### config.mk
export PLATFORM = sky130hd
export DESIGN_NAME = pc_sequencer
export DESIGN_NICKNAME = d
export VERILOG_FILES = /design/src/rtl/pc_pkg.sv /design/src/rtl/pc_redirect_latch.sv /design/src/rtl/pc_sequencer.sv
export SDC_FILE = /design/constraint.sdc
export NUM_CORES = 1
export LEC_CHECK = 0
export BUFFER_PORTS_ARGS = -buffer_cell sky130_fd_sc_hd__buf_2
export CORE_MARGIN = 1.5
export CORE_UTILIZATION = 50
export CTS_BUF_LIST = sky130_fd_sc_hd__clkbuf_4 sky130_fd_sc_hd__clkbuf_8 sky130_fd_sc_hd__clkbuf_16
export DETAILED_ROUTE_END_ITERATION = 6
export HOLD_SLACK_MARGIN = 0.06
export PLACE_DENSITY_LB_ADDON = 0.2
export SETUP_SLACK_MARGIN = 0.15
export SLEW_MARGIN = 20
export SYNTH_ARGS = -nofsm -noshare
export SYNTH_HDL_FRONTEND = slang
export SYNTH_HIERARCHICAL = 1
export SYNTH_SLANG_ARGS = --single-unit
### constraint.sdc
create_clock -name clock -period 2.9 [get_ports clock]
set_input_delay 0.29 -clock clock [delete_from_list [all_inputs] [get_ports clock]]
set_output_delay 0.29 -clock clock [all_outputs]
set_load 0.01 [all_outputs]
### src/rtl/pc_pkg.sv
// Shared definitions for the program-counter sequencer: PS select codes,
// sequencer state encoding and the kind of a held redirect.
package pc_pkg;

  localparam logic [1:0] PS_HOLD   = 2'b00;
  localparam logic [1:0] PS_INC    = 2'b01;
  localparam logic [1:0] PS_BRANCH = 2'b10;
  localparam logic [1:0] PS_ABS    = 2'b11;

  typedef enum logic [1:0] {
    ST_BOOT  = 2'd0,
    ST_RUN   = 2'd1,
    ST_STALL = 2'd2,
    ST_HALT  = 2'd3
  } pc_state_e;

  // Ordered so that a larger value is a higher-priority redirect.
  typedef enum logic {
    RK_BRANCH = 1'b0,
    RK_JUMP   = 1'b1
  } redir_kind_e;

  // PS code that replays a held redirect of the given kind.
  function automatic logic [1:0] kind_to_ps(input redir_kind_e kind);
    return (kind == RK_JUMP) ? PS_ABS : PS_BRANCH;
  endfunction

endpackage

### src/rtl/pc_redirect_latch.sv
// Holds one redirect (kind + address) that arrived while the PC was frozen.
// A new redirect replaces the held one only when it is of equal or higher
// priority; a simultaneous clear and set loads the new redirect.
module pc_redirect_latch
  import pc_pkg::*;
#(
  parameter int WIDTH = 64
) (
  input  logic             clock,
  input  logic             reset,
  input  logic             clear,
  input  logic             set,
  input  redir_kind_e      set_kind,
  input  logic [WIDTH-1:0] set_addr,
  output logic             pend_valid,
  output redir_kind_e      pend_kind,
  output logic [WIDTH-1:0] pend_addr
);

  logic             valid_q, valid_d;
  redir_kind_e      kind_q, kind_d;
  logic [WIDTH-1:0] addr_q, addr_d;

  // Next pending value: clear first, then priority-checked load.
  always_comb begin
    valid_d = valid_q;
    kind_d  = kind_q;
    addr_d  = addr_q;
    if (clear) begin
      valid_d = 1'b0;
    end
    if (set && (clear || !valid_q || (set_kind >= kind_q))) begin
      valid_d = 1'b1;
      kind_d  = set_kind;
      addr_d  = set_addr;
    end
  end

  // Pending register, emptied by asynchronous reset.
  always_ff @(posedge clock or negedge reset) begin
    if (!reset) begin
      valid_q <= 1'b0;
      kind_q  <= RK_BRANCH;
      addr_q  <= '0;
    end else begin
      valid_q <= valid_d;
      kind_q  <= kind_d;
      addr_q  <= addr_d;
    end
  end

  assign pend_valid = valid_q;
  assign pend_kind  = kind_q;
  assign pend_addr  = addr_q;

endmodule

### src/rtl/pc_sequencer.sv
// Program-counter sequencer: merges stall/branch/jump/halt requests into one
// registered PS command plus target for the PC. Redirects seen during a stall
// are held until release. Optional exception entry is compiled in with the
// PCSEQ_EXC_EN macro (adds exc_req / exc_vector).
//
// Handshake: there is no valid/ready pairing; each request input is sampled
// at every rising edge and its effect appears on ps/pc_target right after
// that edge, so the PC moves at the following edge.
module pc_sequencer
  import pc_pkg::*;
#(
  parameter int WIDTH       = 64,
  parameter int BOOT_CYCLES = 4
) (
  input  logic             clock,
  input  logic             reset,
`ifdef PCSEQ_EXC_EN
  input  logic             exc_req,
  input  logic [WIDTH-1:0] exc_vector,
`endif
  input  logic             stall,
  input  logic             halt,
  input  logic             br_req,
  input  logic             br_taken,
  input  logic [WIDTH-1:0] br_target,
  input  logic             jr_req,
  input  logic [WIDTH-1:0] jr_addr,
  output logic [1:0]       ps,
  output logic [WIDTH-1:0] pc_target,
  output logic             redirect,
  output logic             halted,
  output pc_state_e        state_dbg
);

  localparam logic [7:0] BOOT_LAST = 8'(BOOT_CYCLES - 1);

  pc_state_e        state_q, state_d;
  logic [7:0]       boot_cnt_q, boot_cnt_d;
  logic [1:0]       ps_q, ps_d;
  logic [WIDTH-1:0] tgt_q, tgt_d;
  logic             redirect_q, redirect_d;
  logic             halted_q, halted_d;

  logic             exc_hit;
  logic [WIDTH-1:0] exc_addr;
  logic             br_hit;

  logic             pend_clr, pend_set;
  redir_kind_e      pend_set_kind;
  logic [WIDTH-1:0] pend_set_addr;
  logic             pend_valid;
  redir_kind_e      pend_kind;
  logic [WIDTH-1:0] pend_addr;

`ifdef PCSEQ_EXC_EN
  assign exc_hit  = exc_req;
  assign exc_addr = exc_vector;
`else
  assign exc_hit  = 1'b0;
  assign exc_addr = '0;
`endif

  assign br_hit = br_req & br_taken;

  pc_redirect_latch #(.WIDTH(WIDTH)) u_pending (
    .clock      (clock),
    .reset      (reset),
    .clear      (pend_clr),
    .set        (pend_set),
    .set_kind   (pend_set_kind),
    .set_addr   (pend_set_addr),
    .pend_valid (pend_valid),
    .pend_kind  (pend_kind),
    .pend_addr  (pend_addr)
  );

  // Next state and next registered outputs; PS defaults to hold, target holds.
  always_comb begin
    state_d       = state_q;
    boot_cnt_d    = boot_cnt_q;
    ps_d          = PS_HOLD;
    tgt_d         = tgt_q;
    halted_d      = 1'b0;
    pend_clr      = 1'b0;
    pend_set      = 1'b0;
    pend_set_kind = RK_BRANCH;
    pend_set_addr = br_target;

    case (state_q)
      ST_BOOT: begin
        boot_cnt_d = boot_cnt_q + 8'd1;
        if (boot_cnt_q == BOOT_LAST) state_d = ST_RUN;
      end

      ST_RUN, ST_STALL: begin
        if (halt) begin
          // Halt beats everything, including a held redirect.
          state_d  = ST_HALT;
          halted_d = 1'b1;
          pend_clr = 1'b1;
        end else if (exc_hit) begin
          // Exception entry overrides the stall and drops any held redirect.
          state_d  = ST_RUN;
          ps_d     = PS_ABS;
          tgt_d    = exc_addr;
          pend_clr = 1'b1;
        end else if (stall) begin
          state_d = ST_STALL;
          if (jr_req) begin
            pend_set      = 1'b1;
            pend_set_kind = RK_JUMP;
            pend_set_addr = jr_addr;
          end else if (br_hit) begin
            pend_set      = 1'b1;
            pend_set_kind = RK_BRANCH;
            pend_set_addr = br_target;
          end
        end else begin
          // Fresh requests win over (and discard) a held redirect.
          state_d  = ST_RUN;
          pend_clr = 1'b1;
          if (jr_req) begin
            ps_d  = PS_ABS;
            tgt_d = jr_addr;
          end else if (br_hit) begin
            ps_d  = PS_BRANCH;
            tgt_d = br_target;
          end else if (pend_valid && (state_q == ST_STALL)) begin
            ps_d  = kind_to_ps(pend_kind);
            tgt_d = pend_addr;
          end else begin
            ps_d  = PS_INC;
          end
        end
      end

      ST_HALT: begin
        halted_d = 1'b1;
      end

      default: begin
        state_d = ST_BOOT;
      end
    endcase

    redirect_d = ps_d[1];
  end

  // State, boot counter and output registers.
  always_ff @(posedge clock or negedge reset) begin
    if (!reset) begin
      state_q    <= ST_BOOT;
      boot_cnt_q <= 8'd0;
      ps_q       <= PS_HOLD;
      tgt_q      <= '0;
      redirect_q <= 1'b0;
      halted_q   <= 1'b0;
    end else begin
      state_q    <= state_d;
      boot_cnt_q <= boot_cnt_d;
      ps_q       <= ps_d;
      tgt_q      <= tgt_d;
      redirect_q <= redirect_d;
      halted_q   <= halted_d;
    end
  end

  assign ps        = ps_q;
  assign pc_target = tgt_q;
  assign redirect  = redirect_q;
  assign halted    = halted_q;
  assign state_dbg = state_q;

endmodule
# ---- Word-level counts from Yosys, hierarchy flattened
# Index checks and enable logic that the tools add are counted.
dict set report word_totals {
  register_bits 144
  inputBits 135
  output_inout_bits 70
  wordCells 65
}
dict set report classes {
  n_addsub 1
  magnitude_cmp 1
  n_eq_ne 5
  n_mux 34
  bitwise_logic 3
  reduce_logical 12
}
# operator n
set op_table {}
lappend op_table {{2-to-1 mux 64 bit} 7}
lappend op_table {{2-to-1 mux 2 bit} 9}
lappend op_table {{2-to-1 mux 1 bit} 16}
lappend op_table {{adder 8 x 1 -> 8 bit (second input constant)} 1}
lappend op_table {{equality test 8 x 2 -> 1 bit (second input constant)} 1}
lappend op_table {{equality test 2 bit (second input constant)} 2}
lappend op_table {{case mux 2 bit (2 select lines)} 1}
lappend op_table {{AND reduction 4 bit} 1}
lappend op_table {{nonzero test 2 bit} 2}
lappend op_table {{nonzero test 3 bit} 1}
lappend op_table {{equality test 2 x 1 -> 1 bit (second input constant)} 1}
lappend op_table {{logical AND 1 bit} 2}
lappend op_table {{logical NOT 2 bit} 1}
lappend op_table {{logical OR 1 bit} 2}
lappend op_table {{!= test 2 bit (second input constant)} 1}
lappend op_table {{inverter 1 bit} 2}
lappend op_table {{case mux 1 bit (2 select lines)} 1}
lappend op_table {{AND reduction 2 bit} 1}
lappend op_table {{OR reduction 2 bit} 1}
lappend op_table {{AND 1 bit} 1}
lappend op_table {{greater-or-equal comparator 1 bit} 1}
lappend op_table {{logical NOT 1 bit} 1}

# ---- Longest topological paths before layout
# Gate-level depths: netlist of the first run.
dict set report logic_depth {
  depth_word 8
  depth_mapped 11
  mapped_depth_nobuf 7
}

# ---- Hierarchy
# Netlist of the first run, hierarchy kept.
# module instances cells_per_inst area_each_um2
set modules_own_cells {}
lappend modules_own_cells {pc_sequencer 1 576 5368.9}
lappend modules_own_cells {pc_redirect_latch 1 142 2476.1}

# ---- Worst setup path before layout of the first run
# OpenSTA, ideal clock, no wires.
dict set report synth_path {
  path_kind {flip-flop to flip-flop}
  startpoint {register state_q[0], in the netlist state_dbg[0]}
  endpoint {register u_pending.addr_q[0], in the netlist u_pending/pend_addr[0]}
  arrival_ps 2631
  required_time_ps 2773
  path_slack_ps 141
  stages_incl_launch_ff 12
  synth_period_minus_slack_ps 2759
  cell_sequence {dfrtp_1 > inv_1 > ha_1 > nand4_1 > clkbuf_1 > clkbuf_1 > inv_1 > nand2b_1 > o21ai_1 > buf_4 > buf_6 > mux2_1}
}
dict set report synth_via {
  elab_chain_cells 6
  elab_cells_between_ends 11
  classes_between {1 x order compare; 2 x eq/ne; 4 x mux; 4 x reduce/logical}
}
# element line
set synth_lines {}
lappend synth_lines {{from (decl)} pc_sequencer.sv:37} ;# pc_state_e state_q, state_d;
lappend synth_lines {{from (signal assigned)} pc_sequencer.sv:159} ;# state_q <= state_d;
lappend synth_lines {{equality test 2 bit or equality test 2 x 1 -> 1 bit (tied branches)} pc_sequencer.sv:89} ;# case (state_q)
lappend synth_lines {{OR reduction 2 bit (*)} pc_sequencer.sv:89}
lappend synth_lines {{2-to-1 mux 1 bit (*)} pc_sequencer.sv:89}
lappend synth_lines {{named net pend_set_kind} pc_sequencer.sv:49} ;# redir_kind_e pend_set_kind;
lappend synth_lines {{greater-or-equal comparator 1 bit (*)} pc_redirect_latch.sv:32} ;# if (set && (clear || !valid_q || (set_kind >= kind_q))) begin
lappend synth_lines {{logical OR 1 bit (*)} pc_redirect_latch.sv:32}
lappend synth_lines {{logical AND 1 bit (*)} pc_redirect_latch.sv:32}
lappend synth_lines {{to (signal assigned)} pc_redirect_latch.sv:48} ;# addr_q <= addr_d;
lappend synth_lines {{to (decl)} pc_redirect_latch.sv:22} ;# logic [WIDTH-1:0] addr_q, addr_d;
# The timed path passes the listed nets; every way through them passes the cells marked *.
# A chain may end at the register's enable or synchronous reset.

# ---- Worst setup path in the final report of the first run
dict set report layout_path {
  startpoint {register state_q[1], in the netlist state_dbg[1]}
  endpoint {register tgt_q[41], in the netlist pc_target[41]}
}
dict set report layout_via {
  elab_chain_cells 4
  elab_cells_between_ends 6
  classes_between {2 x eq/ne; 4 x reduce/logical}
}
# element line
set layout_lines {}
lappend layout_lines {{equality test 2 bit} {pc_sequencer.sv:89, pc_sequencer.sv:128}}
lappend layout_lines {{logical AND 1 bit} pc_sequencer.sv:128} ;# end else if (pend_valid && (state_q == ST_STALL)) begin
lappend layout_lines {{nonzero test 3 bit (no line)} -}
lappend layout_lines {{AND reduction 4 bit (no line) (*)} -}
lappend layout_lines {{to (signal assigned)} pc_sequencer.sv:162} ;# tgt_q <= tgt_d;
lappend layout_lines {{to (decl)} pc_sequencer.sv:40} ;# logic [WIDTH-1:0] tgt_q, tgt_d;
# Mark *: on every way between the ends. The rest lies on a longest branch, timed or not.

==> flow_summary.ini, run 1 <==
[min_path]
min_from = jr_addr[1]
min_path_cells = 3
hold_class = in -> reg
holdPathEnd = pc_target[1]

[clocking]
clk_pin_slew_ns = 0.06
cts_buffer_depth = 2
htree_num_levels = 4
cts_tree = yes
cts_setup_buffers = 0
root_buffer = clkbuf_16
clock_latency_ns = 0.42
numCtsBuffers = 17
cts_sinks = 143

[grt]
top_usage_layer = met2
grt_pass1_vias = 6832
antenna_found_initial = 0
grtUsageMet2_pct = 46.30
grtUsageTotal_pct = 27.11
grt_overflow = 0
grt_max_degree = 105
grt_pass1_wl_um = 34640
use_met3_pct = 7.805
grtUsageMet1_pct = 32.78

[critical_path]
worstPathRequired_ns = 3.21
worstSetupPathType = reg -> reg
crit_fanout = 32
r2r_cells = 6
rrSetupSlack_ns = 0.56
startpoint = state_dbg[1]
cp-start-kind = flop
crit_path_end_kind = flop
arrival_ns = 2.66
r2r-start = state_dbg[1]
r2r_end = pc_target[41]

[floorplanning]
ios = 205
core_um2 = 15260
die_w_um = 128.3
rows = 45
die_h_um = 128.3
start_util_pct = 51.41
dieArea_um2 = 16450

[detailed_routing]
via_count = 6625
route.detailed.wl_per_inst_um = 19.83
drt_pre_antenna_iters = 4
viasPerCell = 5.968
ant_nets = 0
drc_errors = 0
dr.first_iter.drc_count = 321
wirelength_um = 22010

[timing]
rsz0062_at_grt = no
slew_violations = 0
finalCriticalPeriod_ns = 2.343
finalHoldViolCount = 0
achievable-frequency_ghz = 0.4269
fin_tns_setup_ns = 0
fin_crit_sh_pct = 80.78
finalSetupViolations = 0
worst_slew_pin_slew_ns = 0.9584
finalClockSkew_ns = 0.006542
relSlewSlack_pct = 36.11

[logic_synthesis]
yosys_warnings = 6
seq_area_frac_synth_pct = 45.61
ys_ff_latch = 143
synth_fp_nets = 858
avgSynthCellArea_um2 = 10.93
ys_types = 35
synthCells = 718
syn-cell-area_um2 = 7845

[place]
dp_hpwl_um = 13730
place_congestion = 0.7969
portBuffers = 204

[power_and_ir_drop]
ir_drop_mv = 0.5917
power_density_nw_per_um2 = 890.3
p_leak_nw = 4.538

[layout]
antenna_cells = 0
utilization_pct = 63.08
area_growth_pct = 22.68
final_net_count = 1027
drive_gt1_share_pct = 36.26

[outcome]
status = complete, no violations

[job]
maxCapViolCount = 0
## per-stage QoR
step                      total power, mW  worst slack (ns)  instances  area (um^2)  hold WS (ns)
after floorplan                     5.083            0.2547        718         7846     -0.005591
after global placement              6.001            0.7140       1078         8966        0.4647
after detailed placement            6.168            0.6012       1078         8966        0.4619
after CTS                           8.606            0.5596       1110         9624        0.1671
after global routing                9.080            0.4073       1110         9624        0.1728
final                               8.568            0.5574       1110         9624        0.1768
## worst max-delay path, stage by stage (launching register included)
cell and delay, ns:
dfrtp_1 0.42, inv_1 0.10, ha_1 0.40, or3b_4 0.41
or2_2 0.32, buf_4 0.27, o31ai_1 0.31
## cells in the mapped netlist, drive strengths merged
cell type / instances / share of area [%]
ha: 5 / 0.80
or2: 1 / 0.080
a221oi: 1 / 0.11
nor2b: 64 / 5.1
a21boi: 1 / 0.096
inv: 6 / 0.29
a21oi: 3 / 0.19
or3b: 1 / 0.14
nand4: 4 / 0.32
nand2b: 3 / 0.24
and3: 64 / 5.1
o21ai: 66 / 4.2
xnor2: 2 / 0.22
buf: 15 / 2.0
nor4: 1 / 0.080
o31ai: 64 / 6.1
mux2: 131 / 19
a32oi: 1 / 0.11
a211oi: 64 / 6.1
o2bb2ai: 1 / 0.11
and2: 1 / 0.080
dfrtp: 143 / 46
clkbuf: 57 / 2.7
xor2: 5 / 0.56
nand2: 4 / 0.19
nor3: 1 / 0.064
nand3b: 1 / 0.096
a31oi: 1 / 0.080
nand3: 1 / 0.064
nor2: 6 / 0.29
## timing repair
action                    CTS  global route
hold buffers                1             0
hold endpoints to repair   57             0
resized for setup           0             0
## logic make-up after synthesis
logic type | count (synthesis) | share of synthesized area, %
XOR/XNOR | 7 | 0.7815
buffers and inverters | 78 | 4.992
flip-flops | 143 | 45.61
AND/OR/NAND/NOR | 152 | 11.85
multiplexers | 131 | 18.80
AO/OA/AOI/OAI | 202 | 17.16
adder cells (fa/ha/maj) | 5 | 0.7974
## report_power, final
part | switching, mW | leakage (nW) | internal, mW
clock network | 0.842 | 0.311 | 1.57
logic | 1.42 | 2.47 | 1.27
registers | 0.531 | 1.75 | 2.93
total | 2.79 | 4.54 | 5.78
## final cells by class
type	count	area (um^2)
flip-flops and latches	143	3578
well taps	211	264.0
repair buffers	222	1205
clock inverters	11	187.7
clock buffers	20	460.4
fillers	1260	5634
inverters	6	22.52
multi-input cells	497	3906
## worst max-delay path by stage
stage               slack [ns]                 endpoint
finish                    0.56            pc_target[41]
global route              0.41  u_pending/pend_addr[61]
CTS                       0.56            pc_target[41]
detailed placement        0.60            pc_target[46]
global placement          0.71  u_pending/pend_addr[56]
floorplan                 0.25   u_pending/pend_addr[0]
## registers in the layout, summed over array words and instances, names as in the netlist
name / flops
u_pending/pend_addr: 64
u_pending/pend_valid: 1
u_pending/pend_kind: 1
halted: 1
state_dbg: 2
boot_cnt_q: 8
ps: 2
pc_target: 64
## metal layers
layer / routed length [um] / vias to the layer above
met3: 1457 / 28
met4: 409 / 0
met2: 11020 / 243
met1: 9123 / 3356
li1: - / 2998
met5: 0 / -
## layout by cell type, fill, tap and decap left out, types with 2 or more instances in the layout
| cell type | synthesis | layout |
|---|---|---|
| a211oi_1 | 64 | 64 |
| a21oi_1 | 3 | 3 |
| and3_1 | 64 | 64 |
| buf_12 | 0 | 3 |
| buf_2 | 1 | 202 |
| buf_4 | 2 | 15 |
| bufinv_16 | 0 | 5 |
| clkbuf_16 | 0 | 17 |
| clkbuf_8 | 0 | 2 |
| clkinv_2 | 0 | 3 |
| clkinvlp_4 | 0 | 3 |
| dfrtp_1 | 143 | 143 |
| ha_1 | 5 | 5 |
| inv_1 | 5 | 5 |
| mux2_1 | 63 | 63 |
| mux2_2 | 68 | 68 |
| nand2_1 | 4 | 3 |
| nand2b_1 | 3 | 3 |
| nand4_1 | 4 | 4 |
| nor2_1 | 6 | 6 |
| nor2b_1 | 64 | 64 |
| o21ai_0 | 65 | 65 |
| o31ai_1 | 64 | 64 |
| xnor2_1 | 2 | 2 |
| xor2_1 | 5 | 5 |
No activity file was read; power rests on OpenSTA's default activity.
==> run 2: changes to the inputs <==
==> constraint.sdc (replaced) <==
create_clock -name clock -period 2.24 [get_ports clock]
set_input_delay 0.224 -clock clock [delete_from_list [all_inputs] [get_ports clock]]
set_output_delay 0.224 -clock clock [all_outputs]
set_load 0.01 [all_outputs]
==> run 2 against run 1 <==
Compared with the run above: flip-flop and latch count did not move; worst hold slack got worse by 0.061 ns; core utilization rose by 3.4 points; critical path type unchanged; largest cell class unchanged.
==> flow_summary.ini, run 2 (synthesis results as in run 1) <==
[critical_path]
slowest_delay_ns = 0.44
rrSetupSlack_ns = 0.17
cp-start-kind = flop
worstSetupPathType = reg -> reg
slowest_stage = dfrtp_2
worstPathRequired_ns = 2.53
crit_chain = inv_2 -> ha_4 -> nand4_1 -> buf_4 -> buf_16 -> mux2_2 -> mux2_1
arrival_ns = 2.36
crit_fanout = 18
crit_path_end_kind = flop

[detailed_routing]
drc_errors = 0
ant_nets = 0
dr.first_iter.drc_count = 424
via_count = 6716
drt_pre_antenna_iters = 7
route.detailed.wl_per_inst_um = 20.37
viasPerCell = 5.949
wirelength_um = 23000

[power_and_ir_drop]
p_leak_nw = 4.953
swShare_pct = 32.35
ir_drop_mv = 0.5596
p_clk_share_pct = 24.5
p_int_mw = 7.889
p_comb_share_pct = 36.7
seqPwrFrac_pct = 38.8
power_density_nw_per_um2 = 1150
switching_power_mw = 3.773

[job]
maxCapViolCount = 0

[clocking]
cts_buffer_depth = 2
cts_tree = yes
cts_sinks = 143
numCtsBuffers = 17
clock_latency_ns = 0.42
htree_num_levels = 4
clk_pin_slew_ns = 0.06
root_buffer = clkbuf_16

[timing]
finalHoldViolCount = 0
layout_setup_ws_ns = 0.1708
finalClockSkew_ns = 0.009118
fin_crit_sh_pct = 92.38
rsz0062_at_grt = yes
slew_violations = 0
achievable-frequency_ghz = 0.4833
worst_slew_pin_slew_ns = 0.6814
fin_tns_setup_ns = 0
finalSetupViolations = 0
relSlewSlack_pct = 54.57
finalCriticalPeriod_ns = 2.069

[grt]
top_usage_layer = met2
grtUsageMet2_pct = 46.52
grt_pass1_wl_um = 35960
grtUsageTotal_pct = 28.09
grt_pass1_vias = 6956
use_met3_pct = 6.886
grt_overflow = 0
grtUsageMet1_pct = 35.84
grt_max_degree = 73
antenna_found_initial = 0

[floorplanning]
die_h_um = 128.3
start_util_pct = 51.41
dieArea_um2 = 16450
die_w_um = 128.3
ios = 205
core_um2 = 15260
rows = 45

[layout]
multi_input_area_um2 = 4150
antenna_cells = 0
mostFrequentLayoutCells = buf_2 (202), dfrtp_1 (142), mux2_2 (68)
regArea_um2 = 3580
drive_gt1_share_pct = 44.44
final_common_cell = buf_2
final_net_count = 1045
area_growth_pct = 29.22
n_fill_cell = 1165

[outcome]
status = complete, no violations

[place]
dp_hpwl_um = 13810
portBuffers = 204
pre_cts_ws_ns = 0.05864
place_congestion = 0.8186

[min_path]
hold_class = in -> reg
==> run 2: final timing paths <==
path / startpoint / to / cells after the start
max: state_dbg[1] / u_pending/pend_addr[47] / 7
min: jr_addr[26] / pc_target[26] / 3
min in group asynchronous: reset / pc_target[6] / 2
max in group asynchronous: reset / pc_target[20] / 3
max reg2reg: state_dbg[1] / u_pending/pend_addr[47] / 7
min reg2reg: boot_cnt_q[7] / boot_cnt_q[7] / 1
==> run 2: per-stage QoR <==
step	std cells	total power, mW	hold slack [ns]	utilization (%)	cell area, um^2
final	1129	11.66	0.1154	66.44	10140
after global routing	1129	12.29	0.1096	66.44	10140
after CTS	1122	11.39	0.1051	65.17	9945
after detailed placement	1082	8.426	0.2586	60.46	9225
after global placement	1082	8.241	0.2552	60.46	9225
after floorplan	718	7.026	-0.07159	-	8082
==> run 2: cell type report <==
cell class / instances / area share [%]
clock buffer: 28 / 5.505
clock inverter: 4 / 0.4690
inverter: 6 / 0.2222
multi-input combinational: 497 / 40.94
sequential: 143 / 35.31
tap: 211 / 2.604
timing repair buffer: 240 / 14.95
==> run 2: worst max-delay path, delay by kind of cell, from the launching register on <==
| kind | cells | cell delay, ns |
|---|---|---|
| adder cells (fa/ha/maj) | 1 | 0.22 |
| AND/OR/NAND/NOR | 1 | 0.15 |
| flip-flops | 1 | 0.44 |
| multiplexers | 2 | 0.65 |
| buffers and inverters | 3 | 0.46 |
==> run 2: power by group through the flow <==
| stage | sequential [mW] | clock, mW | combinational [mW] |
|---|---|---|---|
| after floorplan | 4.63 | 0 | 2.40 |
| after global placement | 4.44 | 0 | 3.80 |
| after detailed placement | 4.51 | 0 | 3.92 |
| after CTS | 4.48 | 2.90 | 4.02 |
| after global routing | 4.64 | 3.02 | 4.63 |
| final | 4.52 | 2.86 | 4.28 |
==> run 2: metal layers <==
metal | share of wire, % | up-vias
li1 | - | 3044
met3 | 7.3 | 37
met2 | 48 | 293
met1 | 43 | 3342
met4 | 2.1 | 0
met5 | 0 | -
==> run 2: repair_timing <==
action                                 CTS  global route
resized for setup                        5            16
setup endpoints to repair               72            72
hold buffers                             1             0
pin swaps                                1             0
endpoints found under the hold margin   55             0
gates cloned                             2             4
setup buffers                            5             3
